## config.mk

```make
export PLATFORM = sky130hd
export DESIGN_NAME = message_stream_combiner_n
export DESIGN_NICKNAME = d
export VERILOG_FILES = /design/src/rtl/message_stream_combiner_n.sv
export SDC_FILE = /design/constraint.sdc
export NUM_CORES = 1
export LEC_CHECK = 0
export ABC_AREA = 1
export CELL_PAD_IN_SITES_DETAIL_PLACEMENT = 0
export CELL_PAD_IN_SITES_GLOBAL_PLACEMENT = 2
export CORE_UTILIZATION = 44
export CTS_CLUSTER_SIZE = 8
export DETAILED_ROUTE_END_ITERATION = 10
export GPL_TIMING_DRIVEN = 1
export PLACE_DENSITY_LB_ADDON = 0.1
export SYNTH_ARGS = -nofsm -noshare
export SYNTH_HDL_FRONTEND = slang
export SYNTH_SLANG_ARGS = --single-unit
export TNS_END_PERCENT = 50
```

## constraint.sdc

```tcl
create_clock -name clk -period 4.7 [get_ports clk]
set_clock_uncertainty 0.05 [all_clocks]
set_input_delay 0.94 -clock clk [delete_from_list [all_inputs] [get_ports clk]]
set_output_delay 0.94 -clock clk [all_outputs]
set_load 0.01 [all_outputs]
```

## src/rtl/message_stream_combiner_n.sv

```systemverilog
// N-channel packet combiner: per-channel FIFO + header parser, round-robin arbiter
// that emits whole packets and tags each header with its source channel.
module message_stream_combiner_n #(
  parameter int N_STREAMS         = 2,
  parameter int LOG_N_STREAMS     = 1,
  parameter int WDTH              = 32,
  parameter int BUF_LEN           = 16,
  parameter int LOG_BUF_LEN       = 4,
  parameter int MAX_PACKET_LENGTH = 8,
  parameter int MSG_LENGTH_WIDTH  = 4,
  parameter int ID_LSB            = 16
) (
  input  logic                      clk,
  input  logic                      reset,
  input  logic [N_STREAMS*WDTH-1:0] in_data,
  input  logic [N_STREAMS-1:0]      in_nd,
  output logic [WDTH-1:0]           out_data,
  output logic                      out_nd,
  output logic                      error,
  output logic [N_STREAMS-1:0]      error_chan
);

  typedef enum logic [1:0] {EXPECT_HEADER, PAYLOAD, DEAD} parse_t;
  typedef enum logic {IDLE, EMIT} arb_t;

  localparam int CW = LOG_BUF_LEN + 1;
  localparam int LW = MSG_LENGTH_WIDTH + 1;
  localparam logic [MSG_LENGTH_WIDTH-1:0] MAX_LEN   = MSG_LENGTH_WIDTH'(MAX_PACKET_LENGTH);
  localparam logic [LOG_N_STREAMS-1:0]    LAST_CHAN = LOG_N_STREAMS'(N_STREAMS - 1);

  logic [WDTH-1:0]          head      [N_STREAMS];
  logic [CW-1:0]            pkt_count [N_STREAMS];
  logic [N_STREAMS-1:0]     pop, take;

  arb_t                     arb_state;
  logic [LOG_N_STREAMS-1:0] chan, last_served, sel_chan;
  logic                     sel_valid, first_word;
  logic [LW-1:0]            words_left;
  logic [WDTH-1:0]          hdr_word;

  for (genvar k = 0; k < N_STREAMS; k++) begin : g_chan
    logic [WDTH-1:0]             mem [BUF_LEN];
    logic [LOG_BUF_LEN-1:0]      wr_ptr, rd_ptr;
    logic [CW-1:0]               fill, cnt;
    logic [MSG_LENGTH_WIDTH-1:0] remaining;
    parse_t                      state;
    logic                        err;
    logic [WDTH-1:0]             word;
    logic                        accept, push, completes, kill;

    assign word   = in_data[k*WDTH +: WDTH];
    // A full FIFO still takes a word if the arbiter frees a slot this cycle.
    assign accept = (fill != CW'(BUF_LEN)) || pop[k];

    // NOTE: every output of this block gets a default first, so no latch can be inferred.
    always_comb begin
      push      = 1'b0;
      completes = 1'b0;
      kill      = 1'b0;
      if (in_nd[k]) begin
        case (state)
          EXPECT_HEADER: begin
            if (!word[WDTH-1] || word[MSG_LENGTH_WIDTH-1:0] > MAX_LEN) kill = 1'b1;
            else if (!accept) kill = 1'b1;
            else begin
              push      = 1'b1;
              completes = (word[MSG_LENGTH_WIDTH-1:0] == '0);
            end
          end
          PAYLOAD: begin
            if (!accept) kill = 1'b1;
            else begin
              push      = 1'b1;
              completes = (remaining == MSG_LENGTH_WIDTH'(1));
            end
          end
          default: ;
        endcase
      end
    end

    // NOTE: packet storage is deliberately not reset; the pointers alone define what is valid.
    always_ff @(posedge clk) begin
      if (push) mem[wr_ptr] <= word;
    end

    // NOTE: sequential state is updated only with non-blocking assignments.
    always_ff @(posedge clk or posedge reset) begin
      if (reset) begin
        wr_ptr    <= '0;
        rd_ptr    <= '0;
        fill      <= '0;
        cnt       <= '0;
        remaining <= '0;
        state     <= EXPECT_HEADER;
        err       <= 1'b0;
      end else begin
        if (push)   wr_ptr <= wr_ptr + LOG_BUF_LEN'(1);
        if (pop[k]) rd_ptr <= rd_ptr + LOG_BUF_LEN'(1);
        fill <= fill + CW'(push) - CW'(pop[k]);
        cnt  <= cnt + CW'(completes) - CW'(take[k]);
        if (kill) begin
          state <= DEAD;
          err   <= 1'b1;
        end else if (push) begin
          if (state == EXPECT_HEADER) begin
            remaining <= word[MSG_LENGTH_WIDTH-1:0];
            if (!completes) state <= PAYLOAD;
          end else begin
            remaining <= remaining - MSG_LENGTH_WIDTH'(1);
            if (completes) state <= EXPECT_HEADER;
          end
        end
      end
    end

    assign head[k]       = mem[rd_ptr];
    assign pkt_count[k]  = cnt;
    assign error_chan[k] = err;
  end

  // Round-robin scan starting just after the last channel served.
  always_comb begin
    int                       idx;
    logic [LOG_N_STREAMS-1:0] cand;
    sel_valid = 1'b0;
    sel_chan  = last_served;
    for (int i = 1; i <= N_STREAMS; i++) begin
      idx = int'(last_served) + i;
      if (idx >= N_STREAMS) idx = idx - N_STREAMS;
      cand = LOG_N_STREAMS'(idx);
      if (!sel_valid && pkt_count[cand] != '0) begin
        sel_valid = 1'b1;
        sel_chan  = cand;
      end
    end
  end

  always_comb begin
    take = '0;
    pop  = '0;
    if (arb_state == IDLE && sel_valid) take[sel_chan] = 1'b1;
    if (arb_state == EMIT)              pop[chan]      = 1'b1;
    hdr_word = head[chan];
    hdr_word[ID_LSB +: LOG_N_STREAMS] = chan;
  end

  always_ff @(posedge clk or posedge reset) begin
    if (reset) begin
      arb_state   <= IDLE;
      chan        <= '0;
      last_served <= LAST_CHAN;
      words_left  <= '0;
      first_word  <= 1'b0;
      out_data    <= '0;
      out_nd      <= 1'b0;
      error       <= 1'b0;
    end else begin
      error  <= |error_chan;
      out_nd <= 1'b0;
      case (arb_state)
        IDLE: if (sel_valid) begin
          chan       <= sel_chan;
          words_left <= LW'(head[sel_chan][MSG_LENGTH_WIDTH-1:0]) + LW'(1);
          first_word <= 1'b1;
          arb_state  <= EMIT;
        end
        EMIT: begin
          out_nd     <= 1'b1;
          out_data   <= first_word ? hdr_word : head[chan];
          first_word <= 1'b0;
          words_left <= words_left - LW'(1);
          if (words_left == LW'(1)) begin
            arb_state   <= IDLE;
            last_served <= chan;
          end
        end
        default: arb_state <= IDLE;
      endcase
    end
  end

endmodule
```

==> impl_metrics.csv <==
group,metric,value,unit
run_status,outcome,"completed",
route,drt_iter0_drc,2777,
global_routing,antenna_found_initial,3,
global_routing,gr-total-overflow,0,
placement,io_buffers,103,
clock_network,cts_max_level,4,
yosys,synth_ff_type,"edfxtp_1",
sta,finalCritPeriodShare,0.716,
floorplan,io_pins,104,
sta,rsz0062_at_grt,"no",
critical_path,crit_fanout,63,
critical_path,arrival,3.96,ns
power,cellPowerDensity,612,nW/um^2
route,first_pass_iters,6,
power,clockPowerShare,0.324,
yosys,ys_ff_latch,1117,
floorplan,core_area,101000,sq um
layout,seq_area,33100,sq um
route,postRouteAntennaNets,0,
critical_path,critical_path_class,"register to register",
sta,fmax,297,MHz
power,p_int,20.6,mW
placement,gp_congestion,0.800,
power,vdd_drop_max,0.520,mV
layout,area_delta_synth_final,16.3,%
clock_network,postCtsHoldBufs,0,
clock_network,cts_buffers,157,
sta,hold_viol,0,
critical_path,crit_cells,10,
yosys,synth_area_per_cell,12.6,sq um
clock_network,cts_sinks,1117,
critical_path,crit_family,"buffers and inverters",
yosys,synthArstFlopShare,0.0833,
critical_path,slowest_delay,0.70,ns
sta,tns,0,ns
global_routing,grt_pass1_vias,28900,
placement,hpwl,73300,um
sta,slew_viol_final,0,
critical_path,crit_top_cell,"buf_4",
clock_network,path_clk_slew,0.05,ns
clock_network,clock_path_buffers,3,
floorplan,dieArea,103000,sq um
critical_path,end_kind,"register",
layout,diodes,0,
yosys,netlist_area,44900,sq um
global_routing,grt_usage,0.247,
route,viasPerCell,5.63,
min_path,hold_path_class,"register to register",
power,power_frac_seq,0.371,
clock_network,cts_tree,"done",
route,wl_per_cell,24.4,um
power,pwr-share-comb,0.306,
sta,fin_crit,3.37,ns
clock_network,post_cts_buffers,0,
critical_path,worst_path_max_delay_cell,"buf_4",
critical_path,crit_chain,"clkinv_2 -> buf_4 -> buf_4 -> o21ai_0 -> o22ai_1 -> o21ai_0 -> buf_4 -> nand2_1 -> nand3_1 -> o211ai_1",
clock_network,cts_resized,0,
route,wl_met3,6930,um
power,power_leakage,17.9,nW
floorplan,die_w,322,um
yosys,synth_seq_area_share,0.736,
route,wl_met2,60100,um
yosys,syn_inst,3578,
critical_path,cp_num_buf_inv,4,
floorplan,die_y,322,um
sta,final-setup-viol-count,0,
clock_network,cts-root-buf,"clkbuf_16",
global_routing,grt_max_degree,125,
layout,utilization,0.519,
global_routing,grt_pass1_wl,189000,um
min_path,hold_path_depth,2,
route,num_vias,29000,
route,wl_met1,56500,um
floorplan,start_util,0.446,
floorplan,rows,116,
flow_run,maxCapViolCount,0,
power,finalPower,32.0,mW
layout,nets,3815,
critical_path,start_kind,"register",
layout,multi_input_area,10600,sq um
yosys,synth_nets,3689,
yosys,yosysWarnings,0,
route,route.final.wire_length,126000,um
sta,timing.slew.headroom,0.369,
clock_network,clock_latency,0.72,ns
yosys,synth_edf_count,1024,
critical_path,worstPathRequired,5.29,ns
critical_path,rr_worst_depth,10,
sta,tightest_slew,0.943,ns
layout,final_layout_size_suffix_gt1_frac,0.0829,
yosys,synth.distinct_cells,39,
power,power_switching,11.5,mW
route,top_layer,"met4",
layout,fill_cells,8684,
power,power_switching_share,0.358,
route,drc_errors,0,
cell type report:
| class | count | share of cell area |
|---|---|---|
| Clock buffer | 248 | 0.0845 |
| Multi-Input combinational cell | 2103 | 0.202 |
| Sequential cell | 1117 | 0.633 |
| Clock inverter | 5 | 0.00127 |
| Tap cell | 1357 | 0.0325 |
| Timing Repair Buffer | 190 | 0.0365 |
| Inverter | 135 | 0.00998 |
cells in the mapped netlist, types with 44 or more instances:
cell type     n  area share
o22ai_1     164       0.023
nand2_1     444       0.037
nand3_1     175       0.019
o21ai_0     514       0.057
o221ai_1     52       0.010
buf_2        61      0.0068
clkbuf_1    115      0.0096
inv_1       131       0.011
dfrtp_1      92       0.051
nor2_1      550       0.046
edfxtp_1   1024        0.68
a21oi_1      44      0.0049
cells by family after synthesis:
kind of cell / synth area share
AOI/OAI and AO/OA: 0.105
xor gates and xnor gates: 0.00604
adders and majority gates: 0.0126
buffers and inverters: 0.0346
DFF: 0.736
and+or+nand+nor: 0.106
flip-flops by register name, summed over array words and instances (netlist names):
signal,flops
arb_state,1
chan,1
error,1
first_word,1
g_chan.cnt,10
g_chan.err,2
g_chan.fill,10
g_chan.mem,1024
g_chan.rd_ptr,8
g_chan.remaining,8
g_chan.state,4
g_chan.wr_ptr,8
last_served,1
out_data,32
out_nd,1
words_left,5
through the flow:
stage / setup WS, ns / instances / instance area (sq um) / hold WS (ns)
after floorplan: 1.08 / 3578 / 44900 / 0.299
after global placement: 0.701 / 4902 / 47800 / 0.411
after detailed placement: 0.663 / 4902 / 47800 / 0.417
after CTS: 1.31 / 5155 / 52300 / 0.430
after global routing: 1.11 / 5155 / 52300 / 0.459
final: 1.33 / 5155 / 52300 / 0.428
metal layers:
metal,vias up,GRT usage
met5,-,0
met4,0,0.0644
met3,183,0.0311
met2,949,0.401
met1,14700,0.352
li1,13200,-
cell usage in the layout, fill, tap and decap left out, types with 2 or more instances in the layout:
| cell type | n |
|---|---|
| o221ai_1 | 52 |
| dfrtp_4 | 5 |
| fa_1 | 4 |
| clkdlybuf4s50_1 | 103 |
| o22ai_1 | 164 |
| buf_12 | 18 |
| o211ai_1 | 34 |
| edfxtp_1 | 1024 |
| nand4_1 | 10 |
| nand2_1 | 444 |
| ha_1 | 39 |
| inv_1 | 126 |
| clkbuf_16 | 164 |
| clkinv_2 | 2 |
| a21oi_1 | 44 |
| or2_2 | 4 |
| xor2_1 | 24 |
| o32ai_1 | 2 |
| nand3_1 | 175 |
| dfrtp_1 | 86 |
| clkbuf_1 | 84 |
| nor2_4 | 33 |
| clkinv_8 | 3 |
| o21ai_1 | 18 |
| inv_6 | 4 |
| buf_4 | 69 |
| nand2_2 | 3 |
| o311ai_1 | 4 |
| nor3_1 | 2 |
| nor2_1 | 517 |
| o21ai_0 | 514 |
| xnor2_1 | 7 |
| inv_2 | 4 |
path summary, 6_finish.rpt:
check / startpoint / to / slack [ns]
max: g_chan[1].rd_ptr[1] / out_data[30] / 1.33
min: g_chan[1].err / error / 0.43
max reg2reg: g_chan[1].rd_ptr[1] / out_data[30] / 1.33
min reg2reg: g_chan[1].err / error / 0.43
max in group asynchronous: reset / last_served / 3.10
min in group asynchronous: reset / g_chan[0].remaining[0] / 0.71
tightest hold or removal path, delay by kind of cell (launching register included):
family	cells	cell delay (ns)
flops	1	0.34
simple gates	1	0.05
buf+inv	1	0.06
power groups by stage:
stage	clock [mW]	sequential, mW	combinational [mW]
5_1_grt	11.0	11.9	10.8
3_3_place_gp	0	12.0	9.68
3_5_place_dp	0	12.1	9.81
6_report	10.4	11.9	9.79
4_1_cts	10.6	11.9	9.84
2_1_floorplan	0	11.6	6.33
(Power assumes the default switching activity.)
